**src/rtl/majority_pkg.sv**
```systemverilog
// Shared types for the majority oversampler front-end.
// Window width, FSM states and the packed window type.
package majority_pkg;

    localparam int NSAMP = 7;

    typedef enum logic {
        IDLE,
        SAMPLE
    } state_t;

    typedef logic [NSAMP-1:0] win_t;

endpackage

```
**src/rtl/maj7_vote.sv**
```systemverilog
// Combinational 7-input majority: 1 when four or more inputs are set.
module maj7_vote
    import majority_pkg::*;
(
    input  win_t win,
    output logic vote
);

    logic [2:0] ones;

    always_comb begin
        ones = '0;
        for (int i = 0; i < NSAMP; i++) begin
            ones = ones + 3'(win[i]);
        end
        vote = (ones >= 3'd4);
    end

endmodule

```
**src/rtl/majority_oversampler.sv**
```systemverilog
// Oversampling window packer with registered majority and valid/ready output.
// Optional MAJ_DISAGREE_CNT_EN adds a saturating count of mixed windows.
module majority_oversampler
    import majority_pkg::*;
#(
    parameter int DIV   = 4,
    parameter int PRE_W = $clog2(DIV + 1)
) (
    input  logic             clk,
    input  logic             rst,
    input  logic             din,
    input  logic             en,
    input  logic             ovr_clr,
    output logic [NSAMP-1:0] win_data,
    output logic             bit_out,
    output logic             win_valid,
    input  logic             win_ready,
    output logic             overrun
`ifdef MAJ_DISAGREE_CNT_EN
    ,
    output logic [7:0]       disagree_cnt
`endif
);

    localparam logic [2:0]       LAST = 3'(NSAMP - 1);
    localparam logic [PRE_W-1:0] PMAX = PRE_W'(DIV - 1);

    logic             sync1, sync2;
    state_t           state, state_nxt;
    logic [PRE_W-1:0] pre, pre_nxt;
    logic [2:0]       idx, idx_nxt;
    win_t             asm_q, asm_nxt;
    logic             tick;
    logic             done;
    logic             vote;
    logic             load;
    logic             drop;
    logic             xfer;

    always_comb begin
        state_nxt = state;
        pre_nxt   = pre;
        idx_nxt   = idx;
        asm_nxt   = asm_q;
        tick      = 1'b0;
        unique case (state)
            IDLE: begin
                if (en) begin
                    state_nxt = SAMPLE;
                    pre_nxt   = '0;
                    idx_nxt   = '0;
                end
            end
            SAMPLE: begin
                if (!en) begin
                    state_nxt = IDLE;
                    pre_nxt   = '0;
                    idx_nxt   = '0;
                    asm_nxt   = '0;
                end else begin
                    tick    = (pre == PMAX);
                    pre_nxt = tick ? '0 : pre + PRE_W'(1);
                    if (tick) begin
                        asm_nxt[idx] = sync2;
                        idx_nxt = (idx == LAST) ? '0 : idx + 3'd1;
                    end
                end
            end
            default: state_nxt = IDLE;
        endcase
    end

    // asm_nxt already carries the sample taken on the completing tick
    assign done = tick && (idx == LAST);
    assign xfer = win_valid && win_ready;
    assign load = done && (!win_valid || win_ready);
    assign drop = done && win_valid && !win_ready;

    maj7_vote u_vote (
        .win  (asm_nxt),
        .vote (vote)
    );

    always_ff @(posedge clk or posedge rst) begin
        if (rst) begin
            sync1 <= 1'b0;
            sync2 <= 1'b0;
            state <= IDLE;
            pre   <= '0;
            idx   <= '0;
            asm_q <= '0;
        end else begin
            sync1 <= din;
            sync2 <= sync1;
            state <= state_nxt;
            pre   <= pre_nxt;
            idx   <= idx_nxt;
            asm_q <= asm_nxt;
        end
    end

    always_ff @(posedge clk or posedge rst) begin
        if (rst) begin
            win_data  <= '0;
            bit_out   <= 1'b0;
            win_valid <= 1'b0;
            overrun   <= 1'b0;
        end else begin
            if (load) begin
                win_data  <= asm_nxt;
                bit_out   <= vote;
                win_valid <= 1'b1;
            end else if (xfer) begin
                win_valid <= 1'b0;
            end
            if (drop) begin
                overrun <= 1'b1;
            end else if (ovr_clr) begin
                overrun <= 1'b0;
            end
        end
    end

`ifdef MAJ_DISAGREE_CNT_EN
    always_ff @(posedge clk or posedge rst) begin
        if (rst) begin
            disagree_cnt <= '0;
        end else if (load && asm_nxt != '0 && asm_nxt != '1
                     && disagree_cnt != 8'hFF) begin
            disagree_cnt <= disagree_cnt + 8'd1;
        end
    end
`endif

endmodule

```
**config.mk**
```make
export PLATFORM = sky130hd
export DESIGN_NAME = majority_oversampler
export DESIGN_NICKNAME = d
export VERILOG_FILES = /design/src/rtl/majority_pkg.sv /design/src/rtl/maj7_vote.sv /design/src/rtl/majority_oversampler.sv
export SDC_FILE = /design/constraint.sdc
export NUM_CORES = 1
export LEC_CHECK = 0
export BUFFER_PORTS_ARGS = -buffer_cell sky130_fd_sc_hd__buf_4
export CORE_MARGIN = 10
export CORE_UTILIZATION = 45
export CTS_CLUSTER_DIAMETER = 150
export DETAILED_ROUTE_END_ITERATION = 12
export HOLD_SLACK_MARGIN = 0.08
export SKIP_CTS_REPAIR_TIMING = 1
export SLEW_MARGIN = 20
export SYNTH_ARGS = -nofsm -noshare
export SYNTH_HDL_FRONTEND = slang
export SYNTH_SLANG_ARGS = --single-unit
```
**constraint.sdc**
```tcl
create_clock -name clk -period 5.3 [get_ports clk]
set_input_delay 0.53 -clock clk [delete_from_list [all_inputs] [get_ports clk]]
set_output_delay 0.53 -clock clk [all_outputs]
set_load 0.01 [all_outputs]
```
==> implementation parameters, run 1 <==
Parameter                              Value

Run status
  Status    complete, no violations

GRT
  Overall Global Routing Usage    0.0918
  Wire length of the first global-routing pass    4080 microns
  Antenna violations before repair    0
  Total grt overflow    0
  Vias in the first global route    888
  Pin count of the biggest net entering global routing    27

Pwr
  Int Power    252 uW
  VDD IR max    0.000216 V
  Logic pwr share    0.063
  Switching power share of the total    0.226
  Switching component of the power    73.4 uW
  Part of the power in the clock network    0.306
  Seq pwr share    0.631
  Leakage    0.000668 uW
  Pwr Density    218 nW/um^2

Worst setup path
  Crit path max fanout    7
  Cell type of the slowest stage on the worst timing path    sky130_fd_sc_hd__or3b_1
  Crit end category    register
  Required time at the endpoint of the critical path    5.55 ns
  Critical path class    register to register
  Beginning of the critical path    pre[0]$_DFFE_PP0P_
  Worst reg-to-reg path cell count    13
  Cell-by-cell trace of the critical path    ha_1 > or3b_1 > o211ai_1 > o21ai_1 > ha_1 > inv_1 > fa_1 > fa_1 > inv_1 > ha_1 > nand2b_1 > a2111o_1 > o211ai_1
  Largest stage delay on the critical path    0.44 ns
  Kind of launch point of the worst setup path    register
  Destination of the worst register-to-register timing path    bit_out$_DFFE_PP0P_
  WP data arrival    3.64 ns
  Reg-to-reg startpoint    pre[0]$_DFFE_PP0P_
  Worst setup slack for register-to-register paths    1.91 ns
  Critical Path Most Common Cell    sky130_fd_sc_hd__ha_1
  CP Capture Point    bit_out$_DFFE_PP0P_

Synth
  Per-instance average area after synthesis    11.0 sq um
  Yosys warning total    0
  Unique cell type count in the Yosys netlist    33
  Number of synthesized register bits    26
  Synthesized Nets    132
  Sequential fraction of the synthesis area    0.494
  Synthesized instance count    120
  Total standard cell area after synthesis    1320 sq um

Finish
  Net count of the finished layout    149
  Number of diodes added for antenna fixing    0
  Fraction of final layout cells with drive strength greater than 1    0.228
  Post-synthesis to final-layout area growth    13.1%

STA
  FMAX    0.295 GHz
  Final worst hold slack    0.281 ns
  Final critical delay including setup and external delays    3.39 ns
  Fin. max-slew vios    0
  Ratio of final minimum period to clock period    0.640
  Count of endpoints failing hold in the final timing report    0
  Post-route setup TNS    0 ns
  RSZ-0062 raised after global routing    false
  Skew final    0.00552 ns
  Setup violations, final    0
  Relative slew slack    0.373
  Actual slew at the worst max-slew pin    0.934 ns

Drt
  Count of nets left with antenna violations after detail routing    0
  Per-cell routed wire length    14.5 microns
  Remaining design rule violation count    0
  Drt total wl    2430 microns
  Detailed router's first-iteration violation count    28
  Number of search-and-repair iterations in the first detailed-routing pass    4
  Count of vias placed by the detailed router    914
  Routed vias/inst    5.47

Placed design
  HPWL reported at the end of detailed placement    1800 microns
  Gpl congestion    0.772
  Port Buf Inserts    15

CTS
  Clock transition at the register clock pins on the worst setup and hold paths after CTS    0.14 ns
  TritonCTS clock tree    done
  Maximum count of clock buffers along a single path    2
  Inserted Clock Buffers    3
  Clock sinks    26
  H-Tree Depth    1
  Clk root buf    sky130_fd_sc_hd__clkbuf_4
  Clock latency on the worst-skew pair    0.32 ns

Flow run
  Max-cap violations    0

Floorplan
  Vert. Die Dim    74.1 microns
  Die footprint    5490 sq um
  Initial core utilization    0.473
  Site row count    19
  IO Count    16
  Placeable core region    2780 sq um
  Die span in x    74.1 microns

Hold path
  HP Class    primary input to asynchronous set/reset pin
-- per-stage QoR --
stage	instances	cell area (sq um)	setup WS, ns	total power [uW]	utilization
after floorplan	120	1320	2.14	222	-
after global placement	163	1450	1.98	229	0.522
after detailed placement	163	1450	1.93	230	0.522
after CTS	167	1490	1.90	331	0.535
after global routing	167	1490	1.73	341	0.535
final	167	1490	1.91	325	0.535
-- cell families after synthesis --
group                    count (synthesis)  share of synthesized area
AO/OA/AOI/OAI                           28                      0.144
AND/OR/NAND/NOR                         41                      0.197
multiplexers                             7                     0.0599
buffers and inverters                   12                     0.0371
flip-flops                              26                      0.494
adder cells (fa/ha/maj)                  6                     0.0684
-- worst min-delay path by stage --
stage          depth (start not counted)  slack, ns            endpoint
2_1_floorplan                          0       0.33     sync2$_DFF_PP0_
3_3_place_gp                           0       0.33     sync2$_DFF_PP0_
3_5_place_dp                           0       0.34     sync2$_DFF_PP0_
4_1_cts                                1       0.29     sync1$_DFF_PP0_
5_1_grt                                1       0.28     sync1$_DFF_PP0_
6_report                               2       0.28  asm_q[2]$_DFF_PP0_
-- metal layers --
| metal | share of wire | global-route usage | wire length [microns] | vias up |
|---|---|---|---|---|
| met1 | 0.49 | 0.118 | 1190 | 428 |
| met2 | 0.43 | 0.141 | 1030 | 22 |
| li1 | - | - | - | 462 |
| met4 | 0.0062 | 0.0186 | 15 | 0 |
| met3 | 0.077 | 0.0386 | 186 | 2 |
| met5 | 0 | 0 | 0 | - |
-- power groups by stage --
stage | clock network [uW] | logic (uW) | registers (uW)
4_1_cts | 105 | 21.2 | 205
5_1_grt | 111 | 23.8 | 206
3_5_place_dp | 0 | 21.1 | 209
6_report | 99.6 | 20.6 | 205
3_3_place_gp | 0 | 20.5 | 209
2_1_floorplan | 0 | 15.0 | 207
-- registers in the layout (all words and copies together) (netlist names) --
name       count
sync1          1
sync2          1
win_valid      1
win_data       7
idx            3
asm_q          7
overrun        1
bit_out        1
state          1
pre            3
-- cells in the mapped netlist, drive strengths merged --
| cell | number | area, sq um |
|---|---|---|
| or3b | 2 | 17.5 |
| nor4 | 1 | 6.26 |
| o311ai | 1 | 8.76 |
| nand2b | 8 | 50.1 |
| or4 | 1 | 7.51 |
| o22ai | 1 | 6.26 |
| or3 | 3 | 18.8 |
| and2 | 1 | 6.26 |
| o21a | 1 | 7.51 |
| a21oi | 2 | 10.0 |
| a211oi | 1 | 7.51 |
| or2 | 2 | 12.5 |
| nor2 | 4 | 15.0 |
| o211ai | 7 | 52.6 |
| o31a | 1 | 8.76 |
| ha | 4 | 50.1 |
| inv | 9 | 33.8 |
| nand3 | 3 | 20.0 |
| nand2 | 8 | 30.0 |
| a22o | 2 | 17.5 |
| mux2 | 7 | 78.8 |
| nand4bb | 1 | 16.3 |
| dfrtp | 26 | 651 |
| fa | 2 | 40.0 |
| nor2b | 2 | 12.5 |
| o21ai | 10 | 50.1 |
| a2111o | 1 | 11.3 |
| nor3 | 1 | 16.3 |
| buf | 3 | 15.0 |
| a311oi | 1 | 8.76 |
| nand3b | 4 | 30.0 |
-- final cells by class --
cell class              count  area (sq um)
fillers                   252          1290
flip-flops and latches     26           651
clock buffers               4          36.3
repair buffers             15           113
well taps                  31          38.8
multi-input cells          82           617
inverters                   9          33.8
-- worst max-delay path: cells and delay by family, from the launching register on --
kind                     cells  cell delay, ns
AND/OR/NAND/NOR              2            0.51
AO/OA/AOI/OAI                4            0.80
buffers and inverters        2            0.13
flip-flops                   1            0.38
adder cells (fa/ha/maj)      5            1.51
-- placed cells by master (no fill, tap or decap), drive strengths merged, types with 7 or more instances in the layout --
| cell type | Yosys | routed |
|---|---|---|
| mux2 | 7 | 7 |
| inv | 9 | 8 |
| nand2b | 8 | 8 |
| nand2 | 8 | 8 |
| o211ai | 7 | 7 |
| dfrtp | 26 | 26 |
| o21ai | 10 | 10 |
| buf | 3 | 15 |
Note: power is estimated with default switching activity, not from simulation.
==> inputs of run 2 (changes only) <==
--- a/config.mk
+++ b/config.mk
@@ -11,6 +11,7 @@
 export CTS_CLUSTER_DIAMETER = 150
 export DETAILED_ROUTE_END_ITERATION = 12
 export HOLD_SLACK_MARGIN = 0.08
+export PLACE_DENSITY = 0.67
 export SKIP_CTS_REPAIR_TIMING = 1
 export SLEW_MARGIN = 20
 export SYNTH_ARGS = -nofsm -noshare
==> constraint.sdc (replaced) <==
create_clock -name clk -period 2.84 [get_ports clk]
set_input_delay 0.284 -clock clk [delete_from_list [all_inputs] [get_ports clk]]
set_output_delay 0.284 -clock clk [all_outputs]
set_load 0.01 [all_outputs]
==> run 2 against run 1 <==
Compared with the run above:
- the run now ends with setup timing left
- routed wire length increased by 14%
- combinational power increased to 2.8 times the previous value
- total power increased by 110%
- critical endpoint unchanged
==> implementation parameters, run 2 (synthesis results as in run 1) <==
Parameter                              Value

Floorplan
  Site row count    19 (unchanged)
  IO Count    16 (unchanged)
  Initial core utilization    0.473 (unchanged)
  Die footprint    5490 sq um (unchanged)
  Vert. Die Dim    74.1 microns (unchanged)
  Placeable core region    2780 sq um (unchanged)
  Die span in x    74.1 microns (unchanged)

Finish
  Most frequent standard cell in the layout excluding fill and tap cells    sky130_fd_sc_hd__buf_4 (was sky130_fd_sc_hd__dfrtp_1)
  Number of diodes added for antenna fixing    0 (unchanged)
  Largest registers in the final layout    asm_q x7, win_data x7 (unchanged)
  Commonest cells after routing, fill and taps aside    sky130_fd_sc_hd__buf_4, sky130_fd_sc_hd__dfrtp_1, sky130_fd_sc_hd__nand2_1, sky130_fd_sc_hd__inv_1 (was sky130_fd_sc_hd__dfrtp_1, sky130_fd_sc_hd__buf_4, sky130_fd_sc_hd__nand2b_1, sky130_fd_sc_hd__nand2_1, sky130_fd_sc_hd__inv_1)
  Net count of the finished layout    173 (was 149)
  Post-synthesis to final-layout area growth    31.6% (was 13.1%)
  Number of fillers in the final layout    218 (was 252)
  Cell area after layout    1730 sq um (was 1490 sq um)
  Fraction of final layout cells with drive strength greater than 1    0.381 (was 0.228)

STA
  Ratio of final minimum period to clock period    1.13 (was 0.640)
  Fin worst setup slack    -0.358 ns (was 1.91 ns)
  Relative slew slack    0.346 (was 0.373)
  Setup violations, final    1 (was 0)
  FMAX    0.313 GHz (was 0.295 GHz)
  Final critical delay including setup and external delays    3.20 ns (was 3.39 ns)
  Fin. max-slew vios    0 (unchanged)
  Count of endpoints failing hold in the final timing report    0 (unchanged)
  RSZ-0062 raised after global routing    true (was false)
  Actual slew at the worst max-slew pin    0.980 ns (was 0.934 ns)
  Skew final    0.00140 ns (was 0.00552 ns)

Drt
  Number of search-and-repair iterations in the first detailed-routing pass    4 (unchanged)
  Routed vias/inst    5.42 (was 5.47)
  Per-cell routed wire length    14.5 microns (about the same)
  Count of vias placed by the detailed router    1036 (was 914)
  Count of nets left with antenna violations after detail routing    0 (unchanged)
  Drt total wl    2760 microns (was 2430 microns)
  Remaining design rule violation count    0 (unchanged)
  Detailed router's first-iteration violation count    48 (was 28)

CTS
  Clk root buf    sky130_fd_sc_hd__clkbuf_4 (unchanged)
  Maximum count of clock buffers along a single path    2 (unchanged)
  Clock transition at the register clock pins on the worst setup and hold paths after CTS    0.14 ns (about the same)
  Clock latency on the worst-skew pair    0.32 ns (about the same)
  TritonCTS clock tree    done (unchanged)
  Clock sinks    26 (unchanged)
  Inserted Clock Buffers    3 (unchanged)
  H-Tree Depth    1 (unchanged)

Run status
  Violated checks    setup timing
  Status    finished with violations (was complete, no violations)

Worst setup path
  Crit end category    register (unchanged)
  Required time at the endpoint of the critical path    3.09 ns (was 5.55 ns)
  Kind of launch point of the worst setup path    register (unchanged)
  Critical path class    register to register (unchanged)
  Crit path max fanout    4 (was 7)
  WP data arrival    3.45 ns (was 3.64 ns)

GRT
  Wire length of the first global-routing pass    4790 microns (was 4080 microns)
  Antenna violations before repair    0 (unchanged)
  Total grt overflow    0 (unchanged)
  Overall Global Routing Usage    0.107 (was 0.0918)
  Vias in the first global route    1094 (was 888)
  Pin count of the biggest net entering global routing    27 (unchanged)

Placed design
  Gpl congestion    0.810 (was 0.772)
  Post-place instance area    1630 sq um (was 1450 sq um)
  HPWL reported at the end of detailed placement    2120 microns (was 1800 microns)
  Port Buf Inserts    15 (unchanged)

Pwr
  Total Power    694 uW (was 325 uW)
  Leakage    0.000801 uW (was 0.000668 uW)
  VDD IR max    0.000365 V (was 0.000216 V)
  Pwr Density    400 nW/um^2 (was 218 nW/um^2)

Hold path
  HP Class    primary input to register (was primary input to asynchronous set/reset pin)

Flow run
  Max-cap violations    0 (unchanged)
[run 2: area by class of cell]
class | count | area [sq um] | share of cell area
Clock buffer | 3 | 22.5 | 0.0130
Clock inverter | 1 | 30.0 | 0.0173
Inverter | 9 | 33.8 | 0.0195
Multi-Input combinational cell | 82 | 661 | 0.382
Sequential cell | 26 | 651 | 0.376
Tap cell | 31 | 38.8 | 0.0224
Timing Repair Buffer | 39 | 295 | 0.171
[run 2: critical path: stages (launching register included)]
cell and delay, ns:
sky130_fd_sc_hd__dfrtp_1 0.42, sky130_fd_sc_hd__ha_4 0.14, sky130_fd_sc_hd__or3b_4 0.38, sky130_fd_sc_hd__o211ai_1 0.18, sky130_fd_sc_hd__o21ai_1 0.11, sky130_fd_sc_hd__ha_1 0.29
sky130_fd_sc_hd__inv_1 0.04, sky130_fd_sc_hd__fa_1 0.49, sky130_fd_sc_hd__fa_2 0.44, sky130_fd_sc_hd__nand2b_4 0.16, sky130_fd_sc_hd__a2111o_1 0.38, sky130_fd_sc_hd__o211ai_1 0.09
[run 2: per-layer routing]
| metal | vias to the layer above | GRT usage | wire length [microns] |
|---|---|---|---|
| met5 | - | 0 | 0 |
| met4 | 0 | 0.0518 | 53 |
| met3 | 6 | 0.0226 | 118 |
| met2 | 19 | 0.180 | 1350 |
| met1 | 499 | 0.127 | 1240 |
| li1 | 512 | - | - |
[run 2: path summary, 6_finish.rpt]
path	end	cells past startpoint	slack (ns)	from
setup / recovery	bit_out$_DFFE_PP0P_	11	-0.36	pre[1]$_DFFE_PP0P_
hold / removal	overrun$_DFFE_PP0P_	2	0.14	ovr_clr
setup reg to reg	bit_out$_DFFE_PP0P_	11	-0.36	pre[1]$_DFFE_PP0P_
hold reg to reg	sync2$_DFF_PP0_	0	0.37	sync1$_DFF_PP0_
max in group asynchronous	pre[2]$_DFFE_PP0P_	2	2.08	rst
min in group asynchronous	pre[0]$_DFFE_PP0P_	2	0.18	rst
[run 2: power by group]
group | switching (uW) | leakage (uW) | internal [uW] | total, uW
clock | 110 | 0.0000279 | 143 | 253
combinational | 30.2 | 0.000419 | 27.9 | 58.1
sequential | 5.01 | 0.000354 | 377 | 382
total | 146 | 0.000801 | 548 | 694
[run 2: per-stage QoR]
stage	setup slack (ns)	util	instances	setup TNS (ns)	hold slack (ns)
after floorplan	-0.238	-	120	-0.238	0.315
after global placement	-0.244	0.584	184	-0.244	0.338
after detailed placement	-0.325	0.584	184	-0.325	0.337
after CTS	-0.369	0.603	188	-0.369	0.0432
after global routing	-0.494	0.623	191	-0.494	0.130
final	-0.358	0.623	191	-0.358	0.137
